<file path="config.mk">
export PLATFORM = sky130hd
export DESIGN_NAME = ntt_result_unloader
export DESIGN_NICKNAME = d
export VERILOG_FILES = /design/src/rtl/ntt_pkg.sv /design/src/rtl/ntt_sync_fifo.sv /design/src/rtl/ntt_result_unloader.sv
export SDC_FILE = /design/constraint.sdc
export NUM_CORES = 2
export LEC_CHECK = 0
export ABC_AREA = 1
export CAP_MARGIN = 20
export CORE_MARGIN = 2
export CORE_UTILIZATION = 35
export CTS_BUF_LIST = sky130_fd_sc_hd__clkbuf_2 sky130_fd_sc_hd__clkbuf_4 sky130_fd_sc_hd__clkbuf_8
export DETAILED_ROUTE_END_ITERATION = 12
export PLACE_DENSITY_LB_ADDON = 0.1
export SLEW_MARGIN = 20
export SYNTH_ARGS = -nofsm -noshare
export SYNTH_HDL_FRONTEND = slang
export SYNTH_SLANG_ARGS = --single-unit
</file>
<file path="constraint.sdc">
create_clock -name clk_i -period 3.2 [get_ports clk_i]
set_clock_uncertainty 0.1 [all_clocks]
set_input_delay 0.96 -clock clk_i [delete_from_list [all_inputs] [get_ports clk_i]]
set_output_delay 0.96 -clock clk_i [all_outputs]
set_load 0.1 [all_outputs]
</file>
<file path="src/rtl/ntt_pkg.sv">
// Shared constants, unload FSM states, beat payload and lane-slice helper for the NTT result path.
package ntt_pkg;

    localparam int unsigned DATA_WIDTH   = 12;
    localparam int unsigned LANES        = 16;
    localparam int unsigned OUTPUT_WIDTH = LANES * DATA_WIDTH;
    localparam int unsigned Q            = 3329;

    typedef enum logic [1:0] {
        IDLE,
        READ,
        DRAIN,
        DONE
    } unload_state_t;

    typedef struct packed {
        logic                    last;
        logic [OUTPUT_WIDTH-1:0] data;
    } unload_beat_t;

    // Lane j sits at [DATA_WIDTH*j +: DATA_WIDTH]; lanes 0..7 are A ports, 8..15 are B ports.
    function automatic logic [DATA_WIDTH-1:0] lane_slice(input logic [OUTPUT_WIDTH-1:0] row,
                                                         input int unsigned             j);
        return row[j*DATA_WIDTH +: DATA_WIDTH];
    endfunction

endpackage

</file>
<file path="src/rtl/ntt_sync_fifo.sv">
// Show-ahead synchronous FIFO; entry 0 is the head register, so the output is purely registered.
module ntt_sync_fifo #(
    parameter  int unsigned WIDTH = 193,
    parameter  int unsigned DEPTH = 4,
    localparam int unsigned CW    = $clog2(DEPTH + 1)
) (
    input  logic             i_clk,
    input  logic             i_rst,
    input  logic             i_push,
    input  logic [WIDTH-1:0] i_din,
    input  logic             i_pop,
    output logic [WIDTH-1:0] o_dout,
    output logic             o_valid,
    output logic [CW-1:0]    o_count
);

    logic [WIDTH-1:0] r_mem     [DEPTH];
    logic [WIDTH-1:0] w_mem_nxt [DEPTH];
    logic [CW-1:0]    r_count;
    logic [CW-1:0]    w_count_nxt;
    logic [CW-1:0]    w_wr_idx;
    logic             r_valid;
    logic             w_pop;
    logic             w_push;

    assign w_pop  = i_pop && (r_count != '0);
    assign w_push = i_push && ((r_count != CW'(DEPTH)) || w_pop);

    // Pop shifts every entry toward the head; the push lands just behind the surviving entries.
    always_comb begin
        w_wr_idx    = w_pop ? (r_count - CW'(1)) : r_count;
        w_count_nxt = r_count + CW'(w_push) - CW'(w_pop);
        for (int unsigned i = 0; i < DEPTH; i++) begin
            w_mem_nxt[i] = r_mem[i];
        end
        if (w_pop) begin
            for (int unsigned i = 0; i < DEPTH - 1; i++) begin
                w_mem_nxt[i] = r_mem[i+1];
            end
            w_mem_nxt[DEPTH-1] = '0;
        end
        for (int unsigned i = 0; i < DEPTH; i++) begin
            if (w_push && (CW'(i) == w_wr_idx)) begin
                w_mem_nxt[i] = i_din;
            end
        end
    end

    always_ff @(posedge i_clk) begin
        if (i_rst) begin
            r_count <= '0;
            r_valid <= 1'b0;
            for (int unsigned i = 0; i < DEPTH; i++) begin
                r_mem[i] <= '0;
            end
        end else begin
            r_count <= w_count_nxt;
            r_valid <= (w_count_nxt != '0);
            for (int unsigned i = 0; i < DEPTH; i++) begin
                r_mem[i] <= w_mem_nxt[i];
            end
        end
    end

    assign o_dout  = r_mem[0];
    assign o_valid = r_valid;
    assign o_count = r_count;

endmodule

</file>
<file path="src/rtl/ntt_result_unloader.sv">
// Walks every BRAM row after a transform and streams each 16-lane row as one valid/ready beat.
// Optional NTT_UNLOAD_REDUCE_EN adds a registered final mod-Q subtraction per lane before the FIFO.
module ntt_result_unloader
    import ntt_pkg::*;
#(
    parameter int unsigned ADDR_WIDTH = 5,
    parameter int unsigned READ_LATE  = 1,
    parameter int unsigned FIFO_DEPTH = 4
) (
    input  logic                    clk_i,
    input  logic                    rst_i,
    input  logic                    start_unload,
    output logic                    rd_en,
    output logic [ADDR_WIDTH-1:0]   rd_addr,
    input  logic [OUTPUT_WIDTH-1:0] data_bram_i,
    output logic [OUTPUT_WIDTH-1:0] dout,
    output logic                    dout_valid,
    input  logic                    dout_ready,
    output logic                    dout_last,
    output logic                    busy,
    output logic                    done_unload
);

`ifdef NTT_UNLOAD_REDUCE_EN
    localparam int unsigned RED_STAGES = 1;
`else
    localparam int unsigned RED_STAGES = 0;
`endif
    localparam int unsigned LAT      = READ_LATE + RED_STAGES;
    localparam int unsigned CW       = $clog2(FIFO_DEPTH + 1);
    localparam int unsigned ROW_LAST = (1 << ADDR_WIDTH) - 1;

    unload_state_t         r_state;
    logic [ADDR_WIDTH-1:0] r_row;
    logic [LAT-1:0]        r_vld_pipe;
    logic [LAT-1:0]        r_last_pipe;
    logic [CW-1:0]         r_inflight;
    logic [CW-1:0]         w_fifo_count;
    logic [CW:0]           w_total;
    logic                  w_credit;
    logic                  w_issue;
    logic                  w_push;
    logic                  w_pop;
    logic                  w_fifo_valid;
    unload_beat_t          w_fifo_din;
    unload_beat_t          w_fifo_dout;

    // Credit counts buffered beats plus reads still in flight; a same-cycle pop is not credited.
    assign w_total  = (CW+1)'(w_fifo_count) + (CW+1)'(r_inflight);
    assign w_credit = w_total < (CW+1)'(FIFO_DEPTH);
    assign w_issue  = ((r_state == IDLE) && start_unload) || ((r_state == READ) && w_credit);
    assign w_push   = r_vld_pipe[LAT-1];
    assign w_pop    = w_fifo_valid && dout_ready;

`ifdef NTT_UNLOAD_REDUCE_EN
    logic [OUTPUT_WIDTH-1:0] r_red_data;
    logic [OUTPUT_WIDTH-1:0] w_red_data;

    always_comb begin
        w_red_data = '0;
        for (int unsigned j = 0; j < LANES; j++) begin
            w_red_data[j*DATA_WIDTH +: DATA_WIDTH] =
                (lane_slice(data_bram_i, j) >= DATA_WIDTH'(Q)) ?
                (lane_slice(data_bram_i, j) - DATA_WIDTH'(Q)) : lane_slice(data_bram_i, j);
        end
    end

    always_ff @(posedge clk_i) begin
        if (rst_i) begin
            r_red_data <= '0;
        end else if (r_vld_pipe[READ_LATE-1]) begin
            r_red_data <= w_red_data;
        end
    end

    assign w_fifo_din.data = r_red_data;
`else
    assign w_fifo_din.data = data_bram_i;
`endif
    assign w_fifo_din.last = r_last_pipe[LAT-1];

    // Control FSM, read issue and in-flight read tracking.
    always_ff @(posedge clk_i) begin
        if (rst_i) begin
            r_state     <= IDLE;
            r_row       <= '0;
            rd_en       <= 1'b0;
            rd_addr     <= '0;
            busy        <= 1'b0;
            done_unload <= 1'b0;
            r_inflight  <= '0;
            r_vld_pipe  <= '0;
            r_last_pipe <= '0;
        end else begin
            rd_en          <= w_issue;
            done_unload    <= 1'b0;
            r_inflight     <= r_inflight + CW'(w_issue) - CW'(w_push);
            r_vld_pipe[0]  <= rd_en;
            r_last_pipe[0] <= rd_en && (rd_addr == ADDR_WIDTH'(ROW_LAST));
            for (int unsigned i = 1; i < LAT; i++) begin
                r_vld_pipe[i]  <= r_vld_pipe[i-1];
                r_last_pipe[i] <= r_last_pipe[i-1];
            end
            case (r_state)
                IDLE: begin
                    if (start_unload) begin
                        r_state <= READ;
                        busy    <= 1'b1;
                        rd_addr <= '0;
                        r_row   <= ADDR_WIDTH'(1);
                    end
                end
                READ: begin
                    if (w_credit) begin
                        rd_addr <= r_row;
                        if (r_row == ADDR_WIDTH'(ROW_LAST)) begin
                            r_state <= DRAIN;
                        end else begin
                            r_row <= r_row + ADDR_WIDTH'(1);
                        end
                    end
                end
                DRAIN: begin
                    if (w_pop && w_fifo_dout.last) begin
                        r_state     <= DONE;
                        busy        <= 1'b0;
                        done_unload <= 1'b1;
                    end
                end
                DONE: begin
                    r_state <= IDLE;
                end
                default: begin
                    r_state <= IDLE;
                end
            endcase
        end
    end

    ntt_sync_fifo #(
        .WIDTH ($bits(unload_beat_t)),
        .DEPTH (FIFO_DEPTH)
    ) u_fifo (
        .i_clk   (clk_i),
        .i_rst   (rst_i),
        .i_push  (w_push),
        .i_din   (w_fifo_din),
        .i_pop   (w_pop),
        .o_dout  (w_fifo_dout),
        .o_valid (w_fifo_valid),
        .o_count (w_fifo_count)
    );

    assign dout       = w_fifo_dout.data;
    assign dout_last  = w_fifo_dout.last;
    assign dout_valid = w_fifo_valid;

endmodule

</file>
**Word level (Yosys, flattened, before mapping)**

Memories as Yosys holds them, arrays and structs flattened.
Index checks and enable logic that the tools add are counted.

- Add/subtract/negate cells: 7
- Order comparisons: 1
- Equality and inequality tests: 14
- Muxes and demuxes: 29
- Bitwise logic cells: 5
- Reduce and logical (&&, ||, !) cells: 24

Operators with widths:

| kind | count |
|---|---|
| two-way mux 193 bit | 8 |
| two-way mux 772 bit | 1 |
| two-way mux 5 bit | 5 |
| case mux 5 bit (2 select lines) | 2 |
| logical AND 1 bit | 11 |
| equality test 5 bit (second input constant) | 2 |
| two-way mux 2 bit | 4 |
| inequality test 2 bit (second input constant) | 4 |
| case mux 2 bit (4 select lines) | 1 |
| AND reduction 4 bit | 2 |
| adder 3 x 1 -> 3 bit | 2 |
| equality test 2 x 3 -> 1 bit (first input constant) | 2 |
| two-way mux 1 bit | 6 |
| AND reduction 3 bit | 2 |
| nonzero test 3 bit | 2 |
| subtractor 3 x 1 -> 3 bit | 2 |
| adder 5 x 1 -> 5 bit (second input constant) | 1 |
| adder 3 x 3 -> 4 bit | 1 |
| equality test 2 bit (second input constant) | 2 |
| less-than comparator 4 x 3 -> 1 bit (second input constant) | 1 |
| OR 1 bit | 4 |
| nonzero test 2 bit | 2 |
| equality test 1 x 3 -> 1 bit (first input constant) | 1 |
| zero test 3 bit | 1 |
| 10 further kinds | 11 |

- Register bits: 24
- Memory bits (writable): 772
- Input bits: 196
- Output and inout bits: 202
- Word-level logic and storage cells: 92
- Memories kept: 1

Memory list:

| name | depth | width | rd ports | clocked after memory_dff | wr ports | RTL line | source |
|---|---|---|---|---|---|---|---|
| u_fifo.r_mem | 4 | 193 | 4 | 0 | 4 | ntt_sync_fifo.sv:17 | `logic [WIDTH-1:0] r_mem [DEPTH];` |

**Depth between registers and ports, before layout**

- Word-level depth: 7
- Gate-level depth with buffers: 15
- Depth with buffers taken out: 13

**Modules after synthesis**

From an unflattened synthesis, not the netlist that was laid out.

- Cells, all modules: 5956
- Area total of the unflattened synthesis: 39557.9 µm²

Modules (own cells, without submodules):

| module | instances | cells each | area each (µm²) |
|---|---|---|---|
| ntt_sync_fifo | 1 | 5819 | 38549.5 |
| ntt_result_unloader | 1 | 137 | 1008.5 |

**Worst setup path after synthesis**

No wires, ideal clock.

- Path type: reg2reg
- Start: reg u_fifo.r_valid, in the netlist u_fifo.o_valid
- End: reg u_fifo.r_valid, in the netlist u_fifo.o_valid
- Setup time: 119 ps
- Arrival: 3180 ps
- Path slack: -199 ps
- Cell stages (with the launch flop): 11
- Buffers on the path: 2
- Cell sequence: dfxtp_1 nand2_1 a21oi_4 buf_2 clkbuf_1 ha_1 inv_1 ha_1 fa_1 o31ai_1 inv_1

- Word-level cells in the longest chain between the ends: 7

RTL lines:

| element | RTL line | source |
|---|---|---|
| from (decl) | ntt_sync_fifo.sv:22 | `logic r_valid;` |
| from (signal assigned) | ntt_sync_fifo.sv:58 | `r_valid <= (w_count_nxt != '0);` |
| logical AND 1 bit * | ntt_result_unloader.sv:53 | `assign w_pop = w_fifo_valid && dout_ready;` |
| logical AND 1 bit * | ntt_sync_fifo.sv:26 | `assign w_pop = i_pop && (r_count != '0);` |
| logical OR 1 bit | ntt_sync_fifo.sv:27 | `assign w_push = i_push && ((r_count != CW'(DEPTH)) \|\| w_pop);` |
| logical AND 1 bit | ntt_sync_fifo.sv:27 |  |
| adder 3 x 1 -> 3 bit | ntt_sync_fifo.sv:32 | `w_count_nxt = r_count + CW'(w_push) - CW'(w_pop);` |
| subtractor 3 x 1 -> 3 bit * | ntt_sync_fifo.sv:32 |  |
| named net u_fifo.w_count_nxt[1] | ntt_sync_fifo.sv:20 | `logic [CW-1:0] w_count_nxt;` |
| nonzero test 3 bit * | ntt_sync_fifo.sv:58 |  |

Mark *: on every way through the listed nets, which the timed path passes. The rest lies on a longest branch.
A chain may end at the register's enable or synchronous reset.

**Worst setup path after layout**

- Start: reg u_fifo.r_count[2], in the netlist u_fifo.o_count[2]
- End: reg r_inflight[2]

- Word-level cells in the longest chain between the ends: 6

RTL lines:

| element | RTL line | source |
|---|---|---|
| from (decl) | ntt_sync_fifo.sv:19 | `logic [CW-1:0] r_count;` |
| from (signal assigned) | ntt_sync_fifo.sv:57 | `r_count <= w_count_nxt;` |
| adder 3 x 3 -> 4 bit | ntt_result_unloader.sv:49 | `assign w_total = (CW+1)'(w_fifo_count) + (CW+1)'(r_inflight);` |
| less-than comparator 4 x 3 -> 1 bit | ntt_result_unloader.sv:50 | `assign w_credit = w_total < (CW+1)'(FIFO_DEPTH);` |
| logical AND 1 bit | ntt_result_unloader.sv:51 | `assign w_issue = ((r_state == IDLE) && start_unload) \|\| ((r_state == READ) && w_credit);` |
| logical OR 1 bit | ntt_result_unloader.sv:51 |  |
| adder 3 x 1 -> 3 bit | ntt_result_unloader.sv:97 | `r_inflight <= r_inflight + CW'(w_issue) - CW'(w_push);` |
| subtractor 3 x 1 -> 3 bit | ntt_result_unloader.sv:97 |  |
| to (signal assigned) | ntt_result_unloader.sv:97 |  |
| to (decl) | ntt_result_unloader.sv:37 | `logic [CW-1:0] r_inflight;` |

No other way between the ends.

==> reports/qor.yml <==
final_common_cell: "nand2_1"
die_y_um: 342.0
crit_type: "reg2reg"
crit_top_cell: "ha_1"
antenna_found_initial: 7
hpwlAfterDp_mm: 79.03
final_util_pct: 43.45
tightest_slew_ns: 0.6715
crit_path_top_delay_cell: "dfxtp_1"
power_uw: 30380
setup_violations: 0
htreeDepth: 4
io_pins: 398
avgRoutedWirePerCell_um: 14.20
cts.sinks: 796
cp-end-kind: "flop"
post-route-period-util_pct: 86.54
core-area_um2: 113900
port_buffers: 397
cts_hold_buf: 0
detail-route-antenna-nets: 0
wirelength_mm: 124.3
syn_area_um2: 39990
cpPeakStageDelay_ns: 0.47
layout-drive-gt1-share_pct: 9.653
grt_max_degree: 126
yosysTopAreaCellShare_pct: 39.84
crit_chain: "ha_1 -> nor3_1 -> nand2_1 -> o21ai_0 -> inv_1 -> ha_1 -> inv_1 -> ha_1 -> fa_1 -> or2_2 -> a21oi_1"
p_leak_uw: 0.02022
dr.pass1.iters: 5
grt_pass1_vias: 36690
finalHoldViolCount: 0
ys_ff_latch: 796
ys_seq_area_share_pct: 39.84
max_cap_violations: 0
n_fill_cell: 12430
p_per_area_nw_per_um2: 614.1
start_util_pct: 35.12
clk_pin_slew_worst_paths_ns: 0.05
clock_latency_ns: 0.83
area_growth_pct: 23.70
timing.fmax_mhz: 361.1
ir_drop_v: 0.0003476
yosys_warnings: 0
synth.area.top_cells: "dfxtp_1, nand2_1, nor2_1, inv_1, nor3_1"
cp_data_required_time_ns: 3.84
dr_total_vias: 39390
nNetsFinal: 7335
setup.worst_path.start_class: "flop"
drc: 0
synth_cell_types: 23
cts_root_buf: "clkbuf_8"
critical_path.top_delay_family: "adder cells"
final_cell_mix: "nand2_1, nor2_1, inv_1"
rsz0062_at_grt: "no"
min_period_ns: 2.769
grt_use_total_pct: 20.95
post_cts_resized: 0
cts_tree: "done"
syn_avg_cell_area_um2: 5.874
drt_iter0_drc: 2320
hold_class: "reg2reg"
cts_buffers: 154
path_buf_inv: 2
yosysTopAreaCell: "dfxtp_1"
dieWidth_um: 342.0
crit_fanout: 6
synth_ff_type: "dfxtp_1"
synth_edf_count: 0
overflow: 0
slew_headroom_pct: 55.23
slew_viol_final: 0
grt_pass1_wl_mm: 200.1
core.rowCount: 124
syn-instance-count: 6809
crit_arrival_ns: 3.40
status: "complete, no violations"
post_cts_buffers: 0
die_area_um2: 117000
synth_nets: 7020
place_congestion: 0.7750
clock_path_buffers: 3
vias_per_cell: 4.499
ff2ff_setup_slack_ns: 0.43
synth_async_sr_flop_share_pct: 0
[cell families after synthesis]
logic type	after synthesis	share of synthesized area [%]
buf+inv	1250	12.38
flops	796	39.84
simple gates	4528	44.44
fa+ha+maj	15	0.5068
xor+xnor	5	0.1095
compound gates	215	2.725
[sequential cells by signal, indices dropped and copies added (netlist names)]
register and flops:
busy 1, done_unload 1, r_inflight 3, r_last_pipe 1, r_row 5, r_state 2, r_vld_pipe 1, rd_addr 5
rd_en 1, u_fifo.o_count 3, u_fifo.o_valid 1, u_fifo.r_mem 772
[Yosys cell counts, types with 3 or more instances]
master and number:
nand2_1 2170, nor2_1 1753, inv_1 801, dfxtp_1 796
nor3_1 581, clkbuf_1 236, a21oi_1 209, buf_2 179
buf_1 24, nand3_1 16, ha_1 13, buf_4 9
xor2_1 5, o21ai_0 4, nor2_2 3
[per-stage QoR]
stage               TNS, ns  area [um^2]  setup WS [ns]  cells  hold WS (ns)
floorplan                 0        40000        0.09537   6809        0.3395
finish                    0        49480         0.4308   8756        0.3571
CTS                       0        49470         0.4119   8753        0.3275
global placement    -210.67        46260        -0.3517   8480        0.3459
detailed placement  -210.05        46260        -0.3466   8480        0.3502
global route              0        49480         0.2486   8756        0.3680
[report_power, final]
part	internal [uW]	switching (uW)
combinational	2430	6490
sequential	10500	337
clock	6020	4600
[area by class of cell]
| cell class | count | area, um^2 | share of cell area [%] |
|---|---|---|---|
| inverter | 802 | 3010 | 6.085 |
| clock inverter | 20 | 153.9 | 0.3111 |
| tap | 1512 | 1892 | 3.824 |
| timing repair buffer | 607 | 6264 | 12.66 |
| sequential | 796 | 15940 | 32.21 |
| clock buffer | 253 | 3057 | 6.178 |
| multi-input combinational | 4763 | 19150 | 38.72 |
| antenna | 3 | 7.507 | 0.01517 |
[tightest hold or removal path, stage by stage, from the launching register on]
cell	delay, ns
dfxtp_1	0.31
nand2_1	0.06
a21oi_1	0.05
[layer usage]
metal  wire (um)  share of wire [%]  track usage [%]  vias up
li1            -                  -                -    20850
met1       60630                 49            28.72    17700
met2       54890                 44            33.16      649
met3        5813                4.7            4.006      185
met4        2923                2.4            6.497        8
met5          57              0.046                0        -
[worst paths after layout]
path / from / to / cells past startpoint
hold / removal: u_fifo.r_mem[3][180] / u_fifo.r_mem[3][180] / 2
setup reg to reg: u_fifo.o_count[2] / r_inflight[2] / 11
setup / recovery: u_fifo.o_count[2] / r_inflight[2] / 11
hold reg to reg: u_fifo.r_mem[3][180] / u_fifo.r_mem[3][180] / 2
Power figures use the tool's default switching activity.
